File: src/rtl/ddr3_wr_arbiter.sv
// ============================================================================
//  Module   : ddr3_wr_arbiter
//  Purpose  : Round-robin arbiter sharing one DDR3 write port between NUM_CH
//             acquisition streams. Each stream has its own address region and
//             a done flag. Define DDR3_ARB_STATS_EN to add per-channel beat
//             counters.
//  Revision : 1.0 - initial release
// ============================================================================
`default_nettype none

module ddr3_wr_arbiter #(
    parameter int NUM_CH    = 5,
    parameter int DATA_W    = 128,
    parameter int ADDR_W    = 23,
    parameter int BURST_LEN = 16,
    localparam int CH_W     = (NUM_CH > 1) ? $clog2(NUM_CH) : 1
) (
    input  logic                     clk,
    input  logic                     reset_n,
    input  logic [NUM_CH-1:0]        fill_start,
    input  logic [NUM_CH-1:0]        req_valid,
    input  logic [NUM_CH-1:0]        req_last,
    input  logic [NUM_CH*DATA_W-1:0] req_data,
    output logic [NUM_CH-1:0]        req_ready,
    output logic                     wr_valid,
    input  logic                     wr_ready,
    output logic [ADDR_W-1:0]        wr_addr,
    output logic [DATA_W-1:0]        wr_data,
    output logic [NUM_CH-1:0]        ddr3_wr_done,
    output logic [CH_W-1:0]          grant_ch,
    output logic                     arb_busy
`ifdef DDR3_ARB_STATS_EN
    ,
    input  logic                     stats_clear,
    input  logic [CH_W-1:0]          stats_sel,
    output logic [31:0]              stats_beats
`endif
);

    localparam int LOW_W  = ADDR_W - CH_W;
    localparam int BEAT_W = $clog2(BURST_LEN) + 1;

    localparam logic [2:0] S_IDLE  = 3'b001;
    localparam logic [2:0] S_GRANT = 3'b010;
    localparam logic [2:0] S_XFER  = 3'b100;

    logic [2:0]        r_state;
    logic [CH_W-1:0]   r_grant;
    logic [CH_W-1:0]   r_last_grant;
    logic [BEAT_W-1:0] r_beat_cnt;
    logic [LOW_W-1:0]  r_addr_low [NUM_CH];
    logic [NUM_CH-1:0] r_done;

    logic [DATA_W-1:0] w_ch_data [NUM_CH];
    logic              w_found;
    logic [CH_W-1:0]   w_next_ch;
    logic              w_sel_valid;
    logic              w_sel_last;
    logic              w_accept;
    logic              w_burst_end;

    for (genvar gi = 0; gi < NUM_CH; gi++) begin : g_ch_data
        assign w_ch_data[gi] = req_data[gi*DATA_W +: DATA_W];
    end

    // Two passes give the rotating priority: channels above last_grant first,
    // then wrap around to channel 0 up to and including last_grant.
    always_comb begin
        w_found   = 1'b0;
        w_next_ch = '0;
        for (int j = 0; j < NUM_CH; j++) begin
            if (!w_found && req_valid[j] && (CH_W'(j) > r_last_grant)) begin
                w_found   = 1'b1;
                w_next_ch = CH_W'(j);
            end
        end
        for (int j = 0; j < NUM_CH; j++) begin
            if (!w_found && req_valid[j] && (CH_W'(j) <= r_last_grant)) begin
                w_found   = 1'b1;
                w_next_ch = CH_W'(j);
            end
        end
    end

    assign w_sel_valid = req_valid[r_grant];
    assign w_sel_last  = req_last[r_grant];
    assign wr_valid    = (r_state == S_XFER) && w_sel_valid;
    assign w_accept    = wr_valid && wr_ready;
    assign w_burst_end = (r_beat_cnt == BEAT_W'(BURST_LEN - 1));

    assign wr_data      = w_ch_data[r_grant];
    assign wr_addr      = {r_grant, r_addr_low[r_grant]};
    assign grant_ch     = r_grant;
    assign arb_busy     = (r_state != S_IDLE);
    assign ddr3_wr_done = r_done;

    always_comb begin
        req_ready = '0;
        for (int i = 0; i < NUM_CH; i++) begin
            req_ready[i] = w_accept && (r_grant == CH_W'(i));
        end
    end

    always_ff @(posedge clk) begin
        if (!reset_n) begin
            r_state      <= S_IDLE;
            r_grant      <= '0;
            r_last_grant <= CH_W'(NUM_CH - 1);
            r_beat_cnt   <= '0;
        end else begin
            case (r_state)
                S_IDLE: begin
                    if (w_found) begin
                        r_grant    <= w_next_ch;
                        r_beat_cnt <= '0;
                        r_state    <= S_GRANT;
                    end
                end
                S_GRANT: begin
                    r_state <= S_XFER;
                end
                S_XFER: begin
                    // An empty channel gives the port up rather than stalling others.
                    if (!w_sel_valid) begin
                        r_state      <= S_IDLE;
                        r_last_grant <= r_grant;
                    end else if (w_accept) begin
                        r_beat_cnt <= r_beat_cnt + BEAT_W'(1);
                        if (w_burst_end || w_sel_last) begin
                            r_state      <= S_IDLE;
                            r_last_grant <= r_grant;
                        end
                    end
                end
                default: begin
                    r_state <= S_IDLE;
                end
            endcase
        end
    end

    // Only the region offset counts; it wraps inside the region.
    always_ff @(posedge clk) begin
        if (!reset_n) begin
            for (int i = 0; i < NUM_CH; i++) begin
                r_addr_low[i] <= '0;
            end
            r_done <= '0;
        end else begin
            for (int i = 0; i < NUM_CH; i++) begin
                if (fill_start[i]) begin
                    r_addr_low[i] <= '0;
                    r_done[i]     <= 1'b0;
                end else if (w_accept && (r_grant == CH_W'(i))) begin
                    r_addr_low[i] <= r_addr_low[i] + LOW_W'(1);
                    if (req_last[i]) begin
                        r_done[i] <= 1'b1;
                    end
                end
            end
        end
    end

`ifdef DDR3_ARB_STATS_EN
    logic [31:0] r_stats_cnt [NUM_CH];
    logic [31:0] w_stats_val;

    always_comb begin
        w_stats_val = '0;
        for (int k = 0; k < NUM_CH; k++) begin
            if (stats_sel == CH_W'(k)) begin
                w_stats_val = r_stats_cnt[k];
            end
        end
    end

    always_ff @(posedge clk) begin
        if (!reset_n) begin
            for (int i = 0; i < NUM_CH; i++) begin
                r_stats_cnt[i] <= '0;
            end
            stats_beats <= '0;
        end else begin
            for (int i = 0; i < NUM_CH; i++) begin
                if (stats_clear) begin
                    r_stats_cnt[i] <= '0;
                end else if (w_accept && (r_grant == CH_W'(i)) && (r_stats_cnt[i] != '1)) begin
                    r_stats_cnt[i] <= r_stats_cnt[i] + 32'd1;
                end
            end
            stats_beats <= w_stats_val;
        end
    end
`endif

endmodule

`default_nettype wire
File: config.mk
export PLATFORM = sky130hd
export DESIGN_NAME = ddr3_wr_arbiter
export DESIGN_NICKNAME = d
export VERILOG_FILES = /design/src/rtl/ddr3_wr_arbiter.sv
export SDC_FILE = /design/constraint.sdc
export NUM_CORES = 1
export LEC_CHECK = 0
export CAP_MARGIN = 20
export CORE_AREA = 2 2 324 326
export CTS_BUF_LIST = sky130_fd_sc_hd__clkbuf_8
export DETAILED_ROUTE_END_ITERATION = 10
export DIE_AREA = 0 0 326 328
export DONT_BUFFER_PORTS = 1
export SYNTH_ARGS = -nofsm -noshare
export SYNTH_HDL_FRONTEND = slang
export SYNTH_SLANG_ARGS = --single-unit
export TNS_END_PERCENT = 50
File: constraint.sdc
create_clock -name clk -period 3.4 [get_ports clk]
set_input_delay 0.68 -clock clk [delete_from_list [all_inputs] [get_ports clk]]
set_output_delay 0.68 -clock clk [all_outputs]
set_load 0.005 [all_outputs]
==> flow_summary.json <==
{
  "hold_path_depth": 1,
  "cts.path.max_buffers": 2,
  "dieWidth_um": 326,
  "syn_to_final_growth_pct": 24.4,
  "grt_use_total": 0.195,
  "drive_gt1_frac": 0.257,
  "synth_most_common_cell": "nand2_1",
  "worstRegToRegCells": 7,
  "cts_tree": "yes",
  "yosysTopAreaCellShare": 0.281,
  "finalWorstSetupSlack_ns": -0.0367,
  "powerDensity_mw_per_mm2": 388,
  "hp-class": "input pin to flop",
  "ys_ff_latch": 122,
  "whs_ns": 0.283,
  "finalHoldViolCount": 0,
  "cts_buffers": 17,
  "place_hpwl_mm": 97.5,
  "cts_sinks": 122,
  "synth-edff-count": 100,
  "worstSkewPairLatency_ns": 0.47,
  "postSynthAreaPerCell_sq_um": 9.55,
  "endpoint_kind": "primary output",
  "max_slew_margin": 0.371,
  "critPathArrivalTime_ns": 2.76,
  "worst_pin_slew_ns": 0.935,
  "synth_commonest_cells": "nand2_1, mux4_2, inv_1",
  "synth_fp_nets": 1906,
  "grt_max_degree": 112,
  "drt_wl_total_mm": 109,
  "overflow": 0,
  "htreeDepth": 4,
  "yosysTopAreaCell": "mux4_2",
  "routedWlPerCell_um": 39.8,
  "io_pins": 824,
  "remaining_drc_errors": 0,
  "synth_ff_type": "edfxtp_1",
  "synth_cell_type_count": 52,
  "ys_seq_area_frac": 0.291,
  "fin_skew_ns": 0.0218,
  "syn-cell-area_sq_mm": 0.0118,
  "ir_worst_vdd_uv": 267,
  "synth-async-reset-ratio": 0,
  "start_kind": "flop",
  "ys_top_cells_by_area": "mux4_2, edfxtp_1, o21ai_0, nand2_1, inv_1",
  "period_share": 1.01,
  "grt_pass1_wl_mm": 131,
  "gp_congestion": 1.07,
  "p_leak_nw": 4.63,
  "dr.first_iter.drc_count": 1286,
  "routed_via_density": 4.32,
  "die_h_um": 328,
  "drv_slew": 0,
  "ys_warn_count": 0,
  "synthCells": 1241,
  "min_period_ns": 3.44,
  "crit_type": "flop to primary output",
  "cap_violations": 0,
  "antenna_left": 0,
  "nNetsFinal": 1958,
  "violations": "setup timing",
  "drtPass1Iterations": 5,
  "cts-root-buf": "clkbuf_8",
  "die-area_sq_mm": 0.107,
  "vias": 11835,
  "rows": 118,
  "pre_cts_ws_ns": 0.291,
  "core_area_sq_mm": 0.103,
  "fillers": 11694,
  "rsz0062_at_grt": "true",
  "antenna_found_initial": 162,
  "cp_max_fo": 18,
  "grt_pass1_vias": 10699,
  "status": "finished with violations",
  "initial_utilization": 0.115,
  "io_buffers": 0,
  "cts.clk_slew.worst_paths_ns": 0.09,
  "worstPathRequired_ns": 2.72,
  "setup_viol": 2,
  "max_freq_mhz": 291
}
kinds of logic after synthesis:
family,count (synthesis),share of synthesized area
mux,175,0.307
compound gates,174,0.0809
xor+xnor,90,0.0665
simple gates,443,0.167
fa+ha+maj,7,0.00739
flops,122,0.291
buf+inv,230,0.0807
where the power goes:
group          internal [mW]  switching (mW)
clock                  0.736           0.667
sequential              1.67           0.107
combinational          0.973            1.56
total                   3.38            2.34
final timing paths:
kind                              start                              end  slack, ns
max            grant_ch[0]$_SDFFE_PN0N_                      wr_data[98]      -0.04
max reg2reg    grant_ch[1]$_SDFFE_PN0N_  r_addr_low[4][17]$_SDFFCE_PN0P_       0.75
min                             reset_n          r_state[0]$_SDFFE_PN1P_       0.28
min reg2reg  r_beat_cnt[2]$_SDFFE_PN0P_       r_beat_cnt[2]$_SDFFE_PN0P_       0.50
sequential cells by signal, indices dropped and copies added, names as in the netlist, named ones only:
signal / count
ddr3_wr_done: 5
grant_ch: 3
r_addr_low: 100
r_beat_cnt: 5
r_last_grant: 3
r_state: 3
per-stage QoR:
step / utilization / power, mW / TNS, ns / area [sq um] / cells
after floorplan: - / 2.95 / 0 / 11800 / 1241
after global placement: 0.137 / 4.32 / 0 / 14100 / 2648
after detailed placement: 0.137 / 4.32 / 0 / 14100 / 2648
after CTS: 0.142 / 5.75 / -0.0933 / 14600 / 2686
after global routing: 0.142 / 5.95 / -0.162 / 14700 / 2707
final: 0.143 / 5.72 / -0.0506 / 14700 / 2737
timing repair:
action,CTS,global route
hold buffers,0,0
buffers inserted,5,0
cloned,1,0
pin swaps,1,2
gates resized for setup,11,3
endpoints found under the setup margin,22,9
layout make-up:
class	instances	area [sq um]	area share
Timing Repair Buffer	117	998	0.0677
Tap cell	1380	1730	0.117
Antenna cell	51	128	0.00866
Clock buffer	18	248	0.0168
Inverter	145	552	0.0374
Clock inverter	14	154	0.0104
Sequential cell	122	3450	0.234
Multi-Input combinational cell	890	7480	0.507
routing by layer:
metal	track usage	vias up	routed length, um
met5	0	-	612
met4	0.0698	94	4130
met3	0.110	311	15000
met2	0.270	1079	43700
met1	0.250	5702	45500
li1	-	4649	-
critical path: stages, from the launching register on:
cell     delay (ns)
dfxtp_4        0.43
buf_12         0.17
nor2_4         0.26
and2_4         0.35
buf_4          0.21
buf_12         0.16
nand2_1        0.17
o21ai_1        0.30
buf_4          0.20
layout by cell type, fill, tap and decap left out, types with 4 or more instances in the layout:
cell        n
mux2i_1     6
dfxtp_1    19
nand3_1    42
or2_2       4
nand4_1    22
o21ai_0   102
xor2_1     58
clkbuf_8   18
a21oi_1    12
diode_2    51
mux2_2     20
clkinv_2    4
inv_1     145
buf_12      9
ha_1        7
or3_1      10
buf_4     106
and3_1     10
xnor2_1    32
nor2b_1     5
edfxtp_1  100
mux4_2    148
and4_1      7
nor2_1    126
nand2_1   175
a211oi_1    4
nand3b_1    5
o21ai_1    31
o21a_1      4
nor4_1     10
nor3_1     14
Note: power is estimated with default switching activity, not from simulation.
